### src/rtl/aes_seq_ctrl.sv
// Host-side sequencer for the AES wrapper's control/write/read port: config, key load and init,
// block load and start, status polling and result readout, with a cached-key fast path.
module aes_seq_ctrl #(
  parameter int GUARD   = 3,
  parameter int TIMEOUT = 4096,
  parameter int RD_LAT  = 1
) (
  input  logic         clk,
  input  logic         reset,
  input  logic         req_valid,
  output logic         req_ready,
  input  logic [255:0] req_key,
  input  logic         req_keylen,
  input  logic         req_encdec,
  input  logic         req_rekey,
  input  logic [127:0] req_block,
  output logic         rsp_valid,
  input  logic         rsp_ready,
  output logic [127:0] rsp_data,
  output logic         rsp_err,
  output logic [3:0]   aes_control,
  output logic [15:0]  aes_write_data,
  input  logic [7:0]   aes_data_out
);

  localparam int CW = $clog2(TIMEOUT + GUARD + RD_LAT + 32);

  localparam logic [3:0] OP_NOP        = 4'd0;
  localparam logic [3:0] OP_WR_BLOCK   = 4'd1;
  localparam logic [3:0] OP_WR_KEY     = 4'd2;
  localparam logic [3:0] OP_STATUS     = 4'd3;
  localparam logic [3:0] OP_CONFIG     = 4'd4;
  localparam logic [3:0] OP_START      = 4'd5;
  localparam logic [3:0] OP_RESULT_OUT = 4'd6;

  typedef enum logic [3:0] {
    S_IDLE, S_CFG, S_KEY_WR, S_KEY_INIT, S_KEY_GUARD, S_KEY_WAIT,
    S_BLK_WR, S_NEXT, S_BLK_GUARD, S_BLK_WAIT, S_RD, S_RESP
  } state_t;

  state_t          state_reg, state_next;
  logic [CW-1:0]   cnt_reg, cnt_next;
  logic [255:0]    key_reg, cached_key_reg;
  logic [127:0]    block_reg;
  logic            keylen_reg, encdec_reg, do_key_reg;
  logic            cached_keylen_reg, key_cached_reg;
  logic            accept, key_ok, blk_ok, poll_expired, timeout_hit, rd_capture;
  logic            cfg_keylen, cfg_encdec;
  logic [3:0]      rd_idx;
  logic [3:0]      ctrl_next;
  logic [15:0]     wdata_next;
  logic [15:0]     key_words [16];
  logic [15:0]     blk_words [8];

  generate
    for (genvar gi = 0; gi < 16; gi++) begin : g_key_words
      assign key_words[gi] = key_reg[255-16*gi -: 16];
    end
    for (genvar gi = 0; gi < 8; gi++) begin : g_blk_words
      assign blk_words[gi] = block_reg[127-16*gi -: 16];
    end
  endgenerate

  always_comb begin
    accept       = req_valid && req_ready;
    key_ok       = aes_data_out[0];
    blk_ok       = aes_data_out[1];
    poll_expired = (cnt_reg == CW'(TIMEOUT - 1));
    timeout_hit  = poll_expired && (((state_reg == S_KEY_WAIT) && !key_ok) ||
                                    ((state_reg == S_BLK_WAIT) && !blk_ok));
    rd_capture   = (state_reg == S_RD) && (cnt_reg >= CW'(RD_LAT));
    rd_idx       = cnt_reg[3:0] - 4'(RD_LAT);
    // CONFIG is issued the cycle after accept, before the captured copy is visible
    cfg_keylen   = (state_reg == S_IDLE) ? req_keylen : keylen_reg;
    cfg_encdec   = (state_reg == S_IDLE) ? req_encdec : encdec_reg;
  end

  always_ff @(posedge clk) begin
    if (reset) begin
      state_reg <= S_IDLE;
      cnt_reg   <= '0;
    end else begin
      state_reg <= state_next;
      cnt_reg   <= cnt_next;
    end
  end

  always_comb begin
    state_next = state_reg;
    cnt_next   = cnt_reg + CW'(1);
    case (state_reg)
      S_IDLE: begin
        cnt_next = '0;
        if (accept) state_next = S_CFG;
      end
      S_CFG: begin
        cnt_next   = '0;
        state_next = do_key_reg ? S_KEY_WR : S_BLK_WR;
      end
      S_KEY_WR: if (cnt_reg == CW'(15)) begin
        state_next = S_KEY_INIT;
        cnt_next   = '0;
      end
      S_KEY_INIT: begin
        cnt_next   = '0;
        state_next = (GUARD > 0) ? S_KEY_GUARD : S_KEY_WAIT;
      end
      S_KEY_GUARD: if (cnt_reg == CW'(GUARD - 1)) begin
        state_next = S_KEY_WAIT;
        cnt_next   = '0;
      end
      S_KEY_WAIT: begin
        if (key_ok) begin
          state_next = S_BLK_WR;
          cnt_next   = '0;
        end else if (poll_expired) begin
          state_next = S_RESP;
          cnt_next   = '0;
        end
      end
      S_BLK_WR: if (cnt_reg == CW'(7)) begin
        state_next = S_NEXT;
        cnt_next   = '0;
      end
      S_NEXT: begin
        cnt_next   = '0;
        state_next = (GUARD > 0) ? S_BLK_GUARD : S_BLK_WAIT;
      end
      S_BLK_GUARD: if (cnt_reg == CW'(GUARD - 1)) begin
        state_next = S_BLK_WAIT;
        cnt_next   = '0;
      end
      S_BLK_WAIT: begin
        if (blk_ok) begin
          state_next = S_RD;
          cnt_next   = '0;
        end else if (poll_expired) begin
          state_next = S_RESP;
          cnt_next   = '0;
        end
      end
      S_RD: if (cnt_reg == CW'(15 + RD_LAT)) begin
        state_next = S_RESP;
        cnt_next   = '0;
      end
      S_RESP: begin
        cnt_next = '0;
        if (rsp_ready) state_next = S_IDLE;
      end
      default: begin
        state_next = S_IDLE;
        cnt_next   = '0;
      end
    endcase
  end

  // Bus outputs are decoded from the next state so they register in step with it
  always_comb begin
    ctrl_next  = OP_NOP;
    wdata_next = 16'h0000;
    case (state_next)
      S_CFG: begin
        ctrl_next  = OP_CONFIG;
        wdata_next = {14'h0, cfg_keylen, cfg_encdec};
      end
      S_KEY_WR: begin
        ctrl_next  = OP_WR_KEY;
        wdata_next = key_words[cnt_next[3:0]];
      end
      S_KEY_INIT: begin
        ctrl_next  = OP_START;
        wdata_next = 16'h0001;
      end
      S_KEY_WAIT, S_BLK_WAIT: ctrl_next = OP_STATUS;
      S_BLK_WR: begin
        ctrl_next  = OP_WR_BLOCK;
        wdata_next = blk_words[cnt_next[2:0]];
      end
      S_NEXT: begin
        ctrl_next  = OP_START;
        wdata_next = 16'h0002;
      end
      S_RD: if (cnt_next < CW'(16)) ctrl_next = OP_RESULT_OUT;
      default: ;
    endcase
  end

  always_ff @(posedge clk) begin
    if (reset) begin
      req_ready         <= 1'b1;
      rsp_valid         <= 1'b0;
      rsp_err           <= 1'b0;
      rsp_data          <= '0;
      aes_control       <= OP_NOP;
      aes_write_data    <= 16'h0000;
      key_reg           <= '0;
      block_reg         <= '0;
      keylen_reg        <= 1'b0;
      encdec_reg        <= 1'b0;
      do_key_reg        <= 1'b0;
      cached_key_reg    <= '0;
      cached_keylen_reg <= 1'b0;
      key_cached_reg    <= 1'b0;
    end else begin
      aes_control    <= ctrl_next;
      aes_write_data <= wdata_next;
      req_ready      <= (state_next == S_IDLE);
      rsp_valid      <= (state_next == S_RESP);
      if (accept) begin
        key_reg    <= req_key;
        block_reg  <= req_block;
        keylen_reg <= req_keylen;
        encdec_reg <= req_encdec;
        do_key_reg <= req_rekey || !key_cached_reg ||
                      (req_keylen != cached_keylen_reg) || (req_key != cached_key_reg);
      end
      if ((state_reg == S_KEY_WAIT) && key_ok) begin
        key_cached_reg    <= 1'b1;
        cached_key_reg    <= key_reg;
        cached_keylen_reg <= keylen_reg;
      end
      if (rd_capture) rsp_data[{~rd_idx, 3'b000} +: 8] <= aes_data_out;
      // The wrapper's key state is unknown after a timeout, so force a reload next time
      if (timeout_hit) begin
        rsp_err        <= 1'b1;
        rsp_data       <= '0;
        key_cached_reg <= 1'b0;
      end
      if ((state_reg == S_RESP) && rsp_ready) rsp_err <= 1'b0;
    end
  end

endmodule

### config.mk
export PLATFORM = sky130hd
export DESIGN_NAME = aes_seq_ctrl
export DESIGN_NICKNAME = d
export VERILOG_FILES = /design/src/rtl/aes_seq_ctrl.sv
export SDC_FILE = /design/constraint.sdc
export NUM_CORES = 2
export LEC_CHECK = 0
export BUFFER_PORTS_ARGS = -buffer_cell sky130_fd_sc_hd__buf_4
export CAP_MARGIN = 0
export CORE_MARGIN = 2
export CORE_UTILIZATION = 45
export DETAILED_ROUTE_END_ITERATION = 7
export PLACE_DENSITY = 0.77
export SLEW_MARGIN = 20
export SYNTH_ARGS = -nofsm -noshare
export SYNTH_HDL_FRONTEND = slang
export SYNTH_SLANG_ARGS = --single-unit
### constraint.sdc
create_clock -name clk -period 4.37 [get_ports clk]
set_clock_uncertainty 0.15 [all_clocks]
set_input_delay 0.874 -clock clk [delete_from_list [all_inputs] [get_ports clk]]
set_output_delay 0.874 -clock clk [all_outputs]
set_load 0.005 [all_outputs]
**Word level (Yosys, flattened, before mapping)**

Cells that the tools add are included.

- Register bits: 813
- Input bits: 399
- Output and inout bits: 151
- Word-level logic and storage cells: 108

- Add/subtract/negate cells: 3
- Order comparisons: 4
- Equal/unequal tests: 27
- Shift-type cells: 2
- Mux-type cells: 32
- Bitwise operators: 3
- Reductions and logical operators: 21

Operator list:

| kind | number |
|---|---|
| != test 256 bit | 1 |
| bitwise mux 128 bit | 1 |
| variable shift 8 x 9 -> 128 bit, first input constant | 1 |
| variable part select 8 x 9 -> 128 bit | 1 |
| two-way mux 13 bit | 7 |
| case mux 16 bit (5 select lines) | 1 |
| case mux 13 bit (6 select lines) | 1 |
| binary-select mux 16 bit (select 4 bit) | 1 |
| two-way mux 16 bit | 4 |
| binary-select mux 16 bit (select 3 bit) | 1 |
| case mux 4 bit (12 select lines) | 1 |
| two-way mux 4 bit | 10 |
| equality test 4 x 3 -> 1 bit, second input constant | 7 |
| equality test 4 bit, second input constant | 7 |
| case mux 3 bit (6 select lines) | 1 |
| equality test 4 x 2 -> 1 bit, second input constant | 4 |
| adder 13 x 1 -> 13 bit, second input constant | 1 |
| equality test 13 x 12 -> 1 bit, second input constant | 1 |
| equality test 13 x 2 -> 1 bit, second input constant | 1 |
| equality test 13 x 3 -> 1 bit, second input constant | 1 |
| equality test 13 x 4 -> 1 bit, second input constant | 1 |
| equality test 13 x 5 -> 1 bit, second input constant | 1 |
| greater-or-equal comparator 13 x 1 -> 1 bit, second input constant | 1 |
| < comparator 13 x 5 -> 1 bit, second input constant | 1 |
| other kinds (16) | 35 |

**Logic depth before layout (Yosys ltp)**

- Depth after elaboration: 9
- Depth in mapped cells: 13
- Mapped depth without buffers: 9

**Worst setup path before layout**

No wires, ideal clock.

- Kind: register to register
- Start point: register cnt_reg[0]
- End point: register aes_write_data[1]
- Setup time: 0.079 ns
- Data arrival time: 2.967 ns
- Data required time: 4.141 ns
- Setup slack: 1.174 ns
- Cell stages (with the launch flop): 14
- Buffers on the path: 4
- Clock period less this slack: 3.196 ns
- Path through: dfxtp_1 clkbuf_1 inv_1 ha_1 buf_1 nor4b_1 or4_4 nand3_4 nor3_4 or4_1 buf_2 buf_6 a31o_1 o211ai_1

- Longest elaborated chain between the ends: 9
- Elaborated cells between the ends (all ways): 37
- Classes of those cells: add/sub (1); eq/ne (10); mux (24); bitwise (2)

Ends and longest elaborated chain:

| element | RTL line | source |
|---|---|---|
| start: declaration | 42 | `logic [CW-1:0] cnt_reg, cnt_next;` |
| start signal: assignment | 84 | `cnt_reg <= cnt_next;` |
| adder 13 x 1 -> 13 bit or equality test 13 x 12 -> 1 bit (tied branches) | 90, 68 |  |
| two-way mux 13 bit | 116, 137 |  |
| two-way mux 13 bit, on equally long branches | 134, 113 |  |
| case mux 13 bit (6 select lines) | 91 | `case (state_reg)` |
| NOT 4 -> 5 bit (not written as such) or NOT 3 -> 4 bit (tied branches) | 168, 177 |  |
| binary-select mux 16 bit (select 4 bit) or binary-select mux 16 bit (select 3 bit) (tied branches) | 168, 177 |  |
| two-way mux 16 bit, on equally long branches (2 in series) | 168, 177 |  |
| case mux 16 bit (5 select lines) (*) | 161 | `case (state_next)` |
| end signal: assignment | 206 | `aes_write_data <= wdata_next;` |
| end: declaration | 22 | `output logic [15:0] aes_write_data,` |

Every way passes the cells marked *; elsewhere a longest branch is shown, timed or not. The select of a mux whose other input is x is not followed.
A chain may end at the register's enable or synchronous reset.

**Final worst setup path**

- Start point: register cnt_reg[0]
- End point: register aes_write_data[7]

Same word-level chain as after synthesis.

==> out/results.ini <==
[status]
status = completed

[clock_network]
cts_root_buf = clkbuf_16
cts-hold-fix-buffers = 0
cts_setup_buffers = 0
numCtsBuffers = 86
clock-sinks = 812
cts_buffer_depth = 3
clk_pin_slew_ps = 70
clk_latency_ps = 640
cts.htree.levels = 3
cts_tree = built
cts_resized = 0

[floorplanning]
core-area_um2 = 77500
dieArea_um2 = 80600
num_rows = 102
initial_core_util_pct = 45.5
die_w_um = 284
die_h_um = 284
num_io_pins = 550

[worst_setup_path]
startpoint_type = flip-flop
crit_fanout = 22
worstPathArrival_ps = 4340
crit_path_end_kind = flip-flop
cp_data_required_time_ps = 4800
path_class = reg -> reg

[logic_synthesis]
syn_area_um2 = 35300
ys_ff_latch = 812
ys_seq_area_share_pct = 46.1
synth-warning-count = 0
yosysTopAreaCell = dfxtp_1
syn_inst = 4543
synthDistinctLibCells = 78
synth_edf_count = 0
async_reset_ff_share_pct = 0
synthTopCellsByArea = dfxtp_1 46%, nand2_1 15%, a21oi_1 10%, mux2i_1 4.3%, xnor2_1 3.1%
yosys.area.top_type_share_pct = 46.1
syn_area_per_cell_um2 = 7.76
synth_nets = 4947
synth-main-ff-cell = dfxtp_1

[route]
viasPerCell = 5.85
drt_iter0_markers = 5287
drc = 0
routed_wl_um = 150000
post_drt_wl_per_cell_um = 24.9
drt_first_pass_iters = 6
ant_nets = 0
vias = 35300

[final_layout]
area.growth.synth_to_final_pct = 22.1
final_common_cell = nand2_1
fin_util_pct = 55.5
layout_common_cells = 1439 x nand2_1, 812 x dfxtp_1, 704 x a21oi_1, 602 x buf_4, 199 x nor2_1
final_layout_size_suffix_gt1_share_pct = 15.9
fillers = 7177
fin_nets = 5322

[sta]
tightest_slew_ps = 1140
setup-tns-final_ps = 0
slew-limit-headroom_pct = 24.2
setup_viol = 0
fin_crit_sh_pct = 89.4
slew_viol_final = 0
fin_ws_ps = 464
timing_hold_violations_final = 0
worst_hold_slack_ps = 305
fin_crit_ps = 3910
max_freq_mhz = 256
rsz0062_at_grt = no

[power_and_ir_drop]
leakagePower_uw = 0.0170
power_density_nw_per_um2 = 430
ir_drop_mv = 0.284
finalPower_uw = 18500

[global_routing]
grt_pass1_vias = 32000
grt_pass1_wl_um = 215000
antenna_found_initial = 21
track_usage_pct = 35.7
grt_max_degree = 208
grt_overflow = 0

[place]
pre_cts_ws_ps = 647
place_congestion = 1.02
io_buffer_count = 548
dp_hpwl_um = 112000

[hold_path]
hold_path_class = reg -> reg

[job]
maxCapViolCount = 0

-- cell type report --
type	count	area (um2)	area share, %
Antenna cell	10	25.0	0.0582
Clock buffer	122	2520	5.86
Clock inverter	33	378	0.878
Inverter	114	428	0.994
Multi-Input combinational cell	3289	17300	40.3
Sequential cell	812	16300	37.8
Tap cell	1040	1300	3.02
Timing Repair Buffer	615	4770	11.1
-- synth_stat cells (20+ instances only) --
master	count
nand2_1	1440
dfxtp_1	812
a21oi_1	704
clkbuf_1	274
nor2_1	200
mux2i_1	150
xnor2_1	123
inv_1	113
o22ai_1	75
xor2_1	58
and2_1	51
a221oi_1	46
nand3_1	46
nand4_1	44
nor4_1	35
buf_2	27
o21ai_0	26
nor3_1	24
o2bb2ai_1	20
-- final timing paths --
path	slack, ps	from	endpoint	cells past startpoint
setup / recovery	460	cnt_reg[0]	aes_write_data[7]	10
hold / removal	300	blk_words[36]	blk_words[36]	2
hold reg to reg	300	blk_words[36]	blk_words[36]	2
setup reg to reg	460	cnt_reg[0]	aes_write_data[7]	10
-- logic make-up after synthesis --
family,after synthesis,share of synthesized area [%]
AOI/OAI and AO/OA,1026,17.1
xor gates and xnor gates,181,4.50
adders and majority gates,5,0.177
buffers and inverters,442,4.99
DFF,812,46.1
muxes,160,4.71
other,1,0.0106
and+or+nand+nor,1916,22.4
-- per-layer routing --
metal	vias to the layer above	wire [um]	global-route usage [%]
li1	16000	-	-
met1	16700	57300	46.4
met2	2124	67600	55.8
met3	370	16900	7.68
met4	20	8490	18.0
met5	-	120	0
-- power by group --
part           switching, uW  total [uW]  internal (uW)
combinational           1910        2810            905
clock                   3150        7630           4490
sequential               309        8040           7730
-- stage by stage --
| step | instances | cell area, um2 |
|---|---|---|
| after floorplan | 4543 | 35300 |
| after global placement | 5870 | 40100 |
| after detailed placement | 5870 | 40100 |
| after CTS | 6025 | 43000 |
| after global routing | 6032 | 43000 |
| final | 6035 | 43000 |
-- worst max-delay path: stages (launching register included) --
cell and delay [ps]:
dfxtp_1 310, buf_4 200, inv_1 130, ha_1 310
nor4b_1 200, or4_4 460, and3_1 210, a31oi_4 650
o221ai_1 360, o22ai_1 590, a221o_1 240
(Power assumes the default switching activity.)
